<file path="src/rtl/vga_pmod_sniffer.sv">
// Receive-side checker for the TinyVGA PMOD byte: recovers line/frame timing from sync
// leading edges, checksums the active area and captures one probed pixel per frame.
module vga_pmod_sniffer #(
  parameter int unsigned HS_ACTIVE_HIGH = 0,
  parameter int unsigned VS_ACTIVE_HIGH = 0,
  parameter int unsigned H_START        = 144,
  parameter int unsigned H_ACTIVE       = 640,
  parameter int unsigned V_START        = 35,
  parameter int unsigned V_ACTIVE       = 480
) (
  input  logic        clk,
  input  logic        rst,
  input  logic [7:0]  pmod,
  input  logic [9:0]  probe_x,
  input  logic [9:0]  probe_y,
  output logic [11:0] h_total,
  output logic [10:0] v_total,
  output logic [15:0] frame_sum,
  output logic        frame_done,
  output logic        locked,
  output logic [5:0]  probe_rgb
);

  localparam int unsigned HCW = 12;
  localparam int unsigned VCW = 11;
  localparam int unsigned SW  = 16;
  localparam int unsigned PW  = 6;

  localparam logic           HS_LVL    = 1'(HS_ACTIVE_HIGH);
  localparam logic           VS_LVL    = 1'(VS_ACTIVE_HIGH);
  localparam logic [7:0]     PMOD_IDLE = {~HS_LVL, 3'b000, ~VS_LVL, 3'b000};
  localparam logic [HCW-1:0] HCNT_MAX  = '1;
  localparam logic [VCW-1:0] VCNT_MAX  = '1;
  localparam logic [HCW-1:0] H_LO      = HCW'(H_START);
  localparam logic [HCW:0]   H_HI      = (HCW + 1)'(H_START + H_ACTIVE);
  localparam logic [VCW-1:0] V_LO      = VCW'(V_START);
  localparam logic [VCW:0]   V_HI      = (VCW + 1)'(V_START + V_ACTIVE);

  logic [7:0]     s1_q, s1_d, s2_q, s2_d;
  logic [HCW-1:0] hcnt_q, hcnt_d, h_total_q, h_total_d, prev_h_q, prev_h_d;
  logic [VCW-1:0] vcnt_q, vcnt_d, v_total_q, v_total_d, prev_v_q, prev_v_d;
  logic [SW-1:0]  sum_q, sum_d, frame_sum_q, frame_sum_d;
  logic [PW-1:0]  probe_q, probe_d;
  logic           frame_done_q, frame_done_d, locked_q, locked_d;

  logic           hs_edge, vs_edge, pix_active, probe_hit;
  logic [PW-1:0]  rgb6;
  logic [HCW-1:0] x_off;
  logic [VCW-1:0] y_off;

  // Edge detect on stage 1 vs stage 2; the pixel being accounted is the stage-2 one.
  always_comb begin
    hs_edge    = (s1_q[7] == HS_LVL) && (s2_q[7] != HS_LVL);
    vs_edge    = (s1_q[3] == VS_LVL) && (s2_q[3] != VS_LVL);
    rgb6       = {s2_q[0], s2_q[4], s2_q[1], s2_q[5], s2_q[2], s2_q[6]};
    x_off      = hcnt_q - H_LO;
    y_off      = vcnt_q - V_LO;
    pix_active = (hcnt_q >= H_LO) && ({1'b0, hcnt_q} < H_HI) &&
                 (vcnt_q >= V_LO) && ({1'b0, vcnt_q} < V_HI);
    probe_hit  = (x_off == HCW'(probe_x)) && (y_off == VCW'(probe_y));
  end

  always_comb begin
    s1_d         = pmod;
    s2_d         = s1_q;
    hcnt_d       = (hcnt_q == HCNT_MAX) ? hcnt_q : hcnt_q + HCW'(1);
    vcnt_d       = vcnt_q;
    sum_d        = sum_q;
    h_total_d    = h_total_q;
    v_total_d    = v_total_q;
    frame_sum_d  = frame_sum_q;
    frame_done_d = 1'b0;
    locked_d     = locked_q;
    probe_d      = probe_q;
    prev_h_d     = prev_h_q;
    prev_v_d     = prev_v_q;

    if (pix_active) begin
      sum_d = sum_q + SW'(rgb6);
      if (probe_hit) probe_d = rgb6;
    end

    // A saturated line count (hcnt stuck at max) wraps to 0 in h_total.
    if (hs_edge) begin
      h_total_d = hcnt_q + HCW'(1);
      hcnt_d    = '0;
      vcnt_d    = (vcnt_q == VCNT_MAX) ? vcnt_q : vcnt_q + VCW'(1);
    end else if (hcnt_d == HCNT_MAX) begin
      h_total_d = '0;
      locked_d  = 1'b0;
    end

    // Frame close sees this cycle's line update and pixel.
    if (vs_edge) begin
      v_total_d    = vcnt_d;
      frame_sum_d  = sum_d;
      sum_d        = '0;
      vcnt_d       = '0;
      frame_done_d = 1'b1;
      locked_d     = (h_total_d == prev_h_q) && (v_total_d == prev_v_q) &&
                     (h_total_d != '0) && (v_total_d != '0);
      prev_h_d     = h_total_d;
      prev_v_d     = v_total_d;
    end
  end

  always_ff @(posedge clk) begin
    if (rst) begin
      s1_q         <= PMOD_IDLE;
      s2_q         <= PMOD_IDLE;
      hcnt_q       <= '0;
      vcnt_q       <= '0;
      sum_q        <= '0;
      h_total_q    <= '0;
      v_total_q    <= '0;
      frame_sum_q  <= '0;
      frame_done_q <= 1'b0;
      locked_q     <= 1'b0;
      probe_q      <= '0;
      prev_h_q     <= '0;
      prev_v_q     <= '0;
    end else begin
      s1_q         <= s1_d;
      s2_q         <= s2_d;
      hcnt_q       <= hcnt_d;
      vcnt_q       <= vcnt_d;
      sum_q        <= sum_d;
      h_total_q    <= h_total_d;
      v_total_q    <= v_total_d;
      frame_sum_q  <= frame_sum_d;
      frame_done_q <= frame_done_d;
      locked_q     <= locked_d;
      probe_q      <= probe_d;
      prev_h_q     <= prev_h_d;
      prev_v_q     <= prev_v_d;
    end
  end

  assign h_total    = h_total_q;
  assign v_total    = v_total_q;
  assign frame_sum  = frame_sum_q;
  assign frame_done = frame_done_q;
  assign locked     = locked_q;
  assign probe_rgb  = probe_q;

endmodule

</file>
<file path="config.mk">
export PLATFORM = sky130hd
export DESIGN_NAME = vga_pmod_sniffer
export DESIGN_NICKNAME = d
export VERILOG_FILES = /design/src/rtl/vga_pmod_sniffer.sv
export SDC_FILE = /design/constraint.sdc
export NUM_CORES = 1
export LEC_CHECK = 0
export CELL_PAD_IN_SITES_DETAIL_PLACEMENT = 0
export CELL_PAD_IN_SITES_GLOBAL_PLACEMENT = 2
export CORE_AREA = 5 5 109 213
export DETAILED_ROUTE_END_ITERATION = 8
export DIE_AREA = 0 0 114 218
export HOLD_SLACK_MARGIN = 0.1
export PLACE_DENSITY = 0.72
export SLEW_MARGIN = 10
export SYNTH_ARGS = -nofsm -noshare
export SYNTH_HDL_FRONTEND = slang
export SYNTH_SLANG_ARGS = --single-unit
</file>
<file path="constraint.sdc">
create_clock -name clk -period 2.89 [get_ports clk]
set_clock_uncertainty 0.1 [all_clocks]
set_input_delay 0.4335 -clock clk [delete_from_list [all_inputs] [get_ports clk]]
set_output_delay 0.4335 -clock clk [all_outputs]
set_load 0.02 [all_outputs]
</file>
* After elaboration in Yosys (flattened, before gate mapping) *
Index checks and enable logic that the tools add are counted.

storage, ports and cells
  bits in registers = 114
  bits of input ports = 30
  output and inout port bits = 47
  logic and storage cells = 57

operators by class
  add/subtract/negate cells = 5
  magnitude comparators = 4
  equal/unequal tests = 8
  mux-type cells = 10
  bitwise operators = 2
  reduce and logical (&&, ||, !) cells = 16

operators with widths
  kind                     count
  $mux W12                 3
  $eq A12 B12 Y1 const B   2
  $mux W11                 2
  $add A16 B6 Y16          1
  $mux W16                 1
  $add A12 B1 Y12 const B  1
  $eq A12 B10 Y1           1
  $eq A12 B12 Y1           1
  $ge A12 B8 Y1 const B    1
  $lt A12 B10 Y1 const B   1
  $reduce_bool A12 Y1      1
  $sub A12 B8 Y12 const B  1
  $add A11 B1 Y11 const B  1
  $eq A11 B10 Y1           1
  $eq A11 B11 Y1           1
  $eq A11 B11 Y1 const B   1
  $ge A11 B6 Y1 const B    1
  $lt A11 B10 Y1 const B   1
  $reduce_bool A11 Y1      1
  $sub A11 B6 Y11 const B  1
  $logic_and A1 B1 Y1      9
  $mux W1                  4
  $reduce_and A2 Y1        2
  $reduce_or A2 Y1         2
  other kinds (3)          4

* Longest topological paths before layout *
  depth after elaboration = 10
  mapped depth = 13
  depth with buffers taken out = 12

* Least setup slack after synthesis *
OpenSTA, ideal clock, no wires.

  path kind = register to register
  from = reg vcnt_q[0]
  to = reg probe_q[5], in the netlist probe_rgb[5]
  library setup time = 0.128 ns
  arrival = 2.631 ns
  data required time = 2.662 ns
  setup slack = 0.031 ns
  cell stages (with the launch flop) = 12
  path buffers = 2
  clock period less this slack = 2.859 ns
  cell sequence = dfxtp_1 -> buf_6 -> a2111o_1 -> o31a_1 -> nor4_2 -> nand4_2 -> nor4_1 -> nand4_1 -> or4_1 -> buf_2 -> mux2i_1 -> nor2_1

between the ends
  word-level cells in the longest chain between the ends = 4
  elaborated cells on any way between the ends = 8
  those cells by class = add/sub: 1; order compare: 2; eq/ne: 1; reduce/logical: 4

RTL lines
  item                                                          RTL line  source
  start: declaration                                            41        logic [VCW-1:0] vcnt_q, vcnt_d, v_total_q, v_total_d, prev_v_q, prev_v_d;
  start signal: assignment                                      126       vcnt_q <= vcnt_d;
  $sub A11 B6 Y11 / $ge A11 B6 Y1 (equally long branches)       57, 59
  $eq A11 B10 Y1 / $logic_and A1 B1 Y1 (equally long branches)  60, 58
  $logic_and A1 B1 Y1 (on tied branches)                        60, 59
  $reduce_and A2 Y1 (no source line) (*)                        n/a
  end signal: assignment                                        133       probe_q <= probe_d;
  end: declaration                                              43        logic [PW-1:0] probe_q, probe_d;

Every way passes the cells marked *; elsewhere a longest branch is shown, timed or not.
A chain may end at the register's enable or synchronous reset.

* Worst setup path after layout *
  from = reg hcnt_q[0]
  to = reg locked_q, in the netlist locked

between the ends
  word-level cells in the longest chain between the ends = 10
  elaborated cells on any way between the ends = 14
  those cells by class = add/sub: 1; eq/ne: 3; mux: 4; reduce/logical: 6

RTL lines
  item                                                      RTL line  source
  start: declaration                                        40        logic [HCW-1:0] hcnt_q, hcnt_d, h_total_q, h_total_d, prev_h_q, prev_h_d;
  start signal: assignment                                  125       hcnt_q <= hcnt_d;
  $add A12 B1 Y12 / $eq A12 B12 Y1 (equally long branches)  66, 85
  $mux W12                                                  66        hcnt_d = (hcnt_q == HCNT_MAX) ? hcnt_q : hcnt_q + HCW'(1);
  $eq A12 B12 Y1                                            88        end else if (hcnt_d == HCNT_MAX) begin
  $mux W12                                                  88
  $mux W12                                                  84        if (hs_edge) begin
  $eq A12 B12 Y1                                            100       locked_d = (h_total_d == prev_h_q) && (v_total_d == prev_v_q) &&
  $logic_and A1 B1 Y1 (2 in a row)                          100
  $logic_and A1 B1 Y1                                       101       (h_total_d != '0) && (v_total_d != '0);
  $mux W1                                                   94        if (vs_edge) begin
  end signal: assignment                                    132       locked_q <= locked_d;
  end: declaration                                          44        logic frame_done_q, frame_done_d, locked_q, locked_d;

Several ways; a longest one is shown, not always the timed one.

==> results.json <==
{
  "synthArstFlopShare": 0,
  "synth.distinct_cells": 73,
  "h-tree-depth": 4,
  "synth-edff-count": 0,
  "overflow": 0,
  "num-fill-cells": 2179,
  "route.detailed.drc": 0,
  "place.gp.congestion": 0.922,
  "worstMarginPinSlew_ns": 0.712,
  "num_vias": 6371,
  "port_buffers": 76,
  "hold_viol": 0,
  "syn_nets": 813,
  "reg2regPathDepth": 13,
  "clock_latency_ns": 0.43,
  "post-place-ws_ns": -0.332,
  "cts_tree": "yes",
  "wl_per_cell_um": 18.7,
  "nets": 1004,
  "synth_area_um2": 6260,
  "clock-sinks": 114,
  "antenna_found_initial": 0,
  "syn_to_final_growth_pct": 48.5,
  "worst_setup_path_start_kind": "flip-flop",
  "drive_gt1_frac": 0.260,
  "diodes": 0,
  "yosys_warnings": 0,
  "setup_violations": 3,
  "hold_path_class": "flip-flop to flip-flop",
  "power.density_nw_per_um2": 465,
  "ys.flop_type": "dfxtp_1",
  "min_path_cells": 1,
  "antenna_left": 0,
  "synthCells": 770,
  "worstPathMaxFanout": 9,
  "fmax_ghz": 0.338,
  "cts_root_buf": "clkbuf_16",
  "required_ns": 3.15,
  "finalWorstSetupSlack_ns": -0.0678,
  "start_util": 0.293,
  "holdBufCountCts": 0,
  "slew_viol_final": 0,
  "numCtsBuffers": 17,
  "drt_iter0_drc": 250,
  "die-area_um2": 24900,
  "drv_cap": 0,
  "fin_crit_ns": 2.96,
  "cts_buffer_depth": 2,
  "max_slew_margin": 0.525,
  "synth_seq_cells": 114,
  "die_h_um": 218,
  "dp_hpwl_um": 17900,
  "period_share": 1.02,
  "path_clk_slew_ns": 0.06,
  "ys_seq_area_frac": 0.364,
  "core_um2": 21400,
  "grt_pass1_vias": 6663,
  "first_pass_iters": 5,
  "num_rows": 76,
  "vias_per_cell": 5.11,
  "die_w_um": 114,
  "grt_usage": 0.187,
  "hold_slack_ns": 0.328,
  "status": "complete, but fails checks",
  "setup_tns_ns": -0.0978,
  "synth_area_per_cell_um2": 8.13,
  "grt_pass1_wl_um": 35700,
  "io_pins": 77,
  "p_leak_nw": 3.68,
  "crit_type": "flip-flop to flip-flop",
  "rsz0062_at_grt": "true",
  "wl_um": 23400,
  "end_kind": "flip-flop",
  "grt_max_degree": 70,
  "violations": "negative setup slack",
  "ir_drop_mv": 0.478,
  "cp_data_arrival_time_ns": 3.22
}
-- kinds of logic (layout without fill, tap and decap cells) --
kind of cell	count (synthesis)	after routing	synth area share
AO/OA/AOI/OAI	170	170	0.185
XOR/XNOR	70	70	0.0979
adder cells (fa/ha/maj)	13	13	0.0272
buffers and inverters	82	286	0.0545
flip-flops	114	114	0.364
multiplexers	14	14	0.0230
AND/OR/NAND/NOR	307	307	0.249
-- synth_stat cells (4+ instances only) --
cell type	instances	area, µm²
nand2b_1	9	56.3
nand4_1	12	75.1
nor3_1	19	95.1
nor2_1	116	435
a21o_1	6	45.0
nand3_1	28	140
o22ai_1	5	31.3
inv_1	23	86.3
nor2b_1	21	131
and2_1	6	37.5
xor2_1	23	201
nor4_1	11	68.8
a211oi_1	29	218
nand2_1	36	135
buf_1	5	18.8
a21oi_1	43	215
nor3b_1	4	30.0
or2_2	4	25.0
buf_2	10	50.1
or4_1	5	37.5
o21ai_0	26	130
nand3b_1	6	45.0
dfxtp_1	114	2280
o31ai_1	4	30.0
mux2i_1	11	110
ha_1	12	150
or3_1	5	31.3
and3_1	9	56.3
a31oi_1	11	68.8
xnor2_1	47	412
clkbuf_1	38	143
-- power by group --
group	switching, W	internal (W)
combinational	0.000215	0.000208
clock	0.000749	0.00151
sequential	0.0000335	0.00161
-- what timing repair did --
action | in CTS | in global routing
pin swaps | 19 | 17
endpoints found under the setup margin | 28 | 33
gates resized for setup | 33 | 56
buffers inserted | 3 | 6
endpoints found under the hold margin | 0 | 0
-- metrics by stage --
| stage | util | instances | instance area [µm²] | power (W) |
|---|---|---|---|---|
| final | 0.435 | 1247 | 9300 | 0.00432 |
| after global routing | 0.435 | 1247 | 9300 | 0.00448 |
| after CTS | 0.420 | 1242 | 9000 | 0.00436 |
| after detailed placement | 0.384 | 1207 | 8220 | 0.00208 |
| after global placement | 0.384 | 1207 | 8220 | 0.00208 |
| after floorplan | - | 770 | 6260 | 0.00188 |
-- layout make-up --
cell class	instances	area, µm²	share of cell area
multi-input cells	574	3980	0.428
flip-flops and latches	114	2300	0.247
repair buffers	231	1970	0.211
clock buffers	23	478	0.0514
well taps	273	342	0.0367
clock inverters	9	153	0.0164
inverters	23	86.3	0.00928
-- worst max-delay path, stage by stage (launching register included) --
cell       delay, ns
dfxtp_2         0.33
ha_2            0.20
buf_4           0.14
buf_4           0.13
and3_1          0.23
o21ai_0         0.31
a2111oi_4       0.09
buf_4           0.16
nand2_1         0.11
buf_6           0.17
a31oi_2         0.12
a221o_1         0.38
a2111o_1        0.29
o21ai_1         0.12
-- routing by layer --
metal,vias to the layer above,track usage,wire [µm]
met4,0,0.0975,948
li1,3124,-,-
met5,-,0,0
met1,3060,0.173,8090
met3,42,0.0380,712
met2,145,0.371,13600
-- state kept, by name, indices dropped and copies added, names as in the netlist --
signal      count
prev_h_q       12
probe_rgb       6
frame_sum      16
vcnt_q         11
locked          1
s2_q            8
s1_q            8
sum_q          16
prev_v_q       11
frame_done      1
hcnt_q         12
h_total        12
-- path summary, 6_finish.rpt --
kind                        start                   to  slack, ns
min reg2reg    s1_q[1]$_SDFF_PP0_   s2_q[1]$_SDFF_PP0_       0.33
max reg2reg  hcnt_q[0]$_SDFF_PP0_  locked$_SDFFE_PP0P_      -0.07
max          hcnt_q[0]$_SDFF_PP0_  locked$_SDFFE_PP0P_      -0.07
min            s1_q[1]$_SDFF_PP0_   s2_q[1]$_SDFF_PP0_       0.33
-- layout by cell type, fill, tap and decap left out, types with 5 or more instances in the layout --
cell / n
o22ai_1: 5
xor2_1: 22
nor2b_1: 18
a211oi_1: 26
clkbuf_16: 17
nand2b_1: 9
and3_1: 8
dfxtp_1: 107
nor3_1: 16
nand3_1: 26
nand3b_1: 6
nor2_1: 114
buf_6: 9
a21oi_1: 39
xnor2_1: 44
buf_4: 144
a31oi_1: 7
inv_1: 22
nor4_1: 9
o21ai_0: 22
a21o_1: 6
ha_1: 7
o21ai_1: 5
nand2_1: 35
mux2i_1: 10
clkdlybuf4s50_1: 75
nand4_1: 12
and2_1: 6
(Power assumes the default switching activity.)
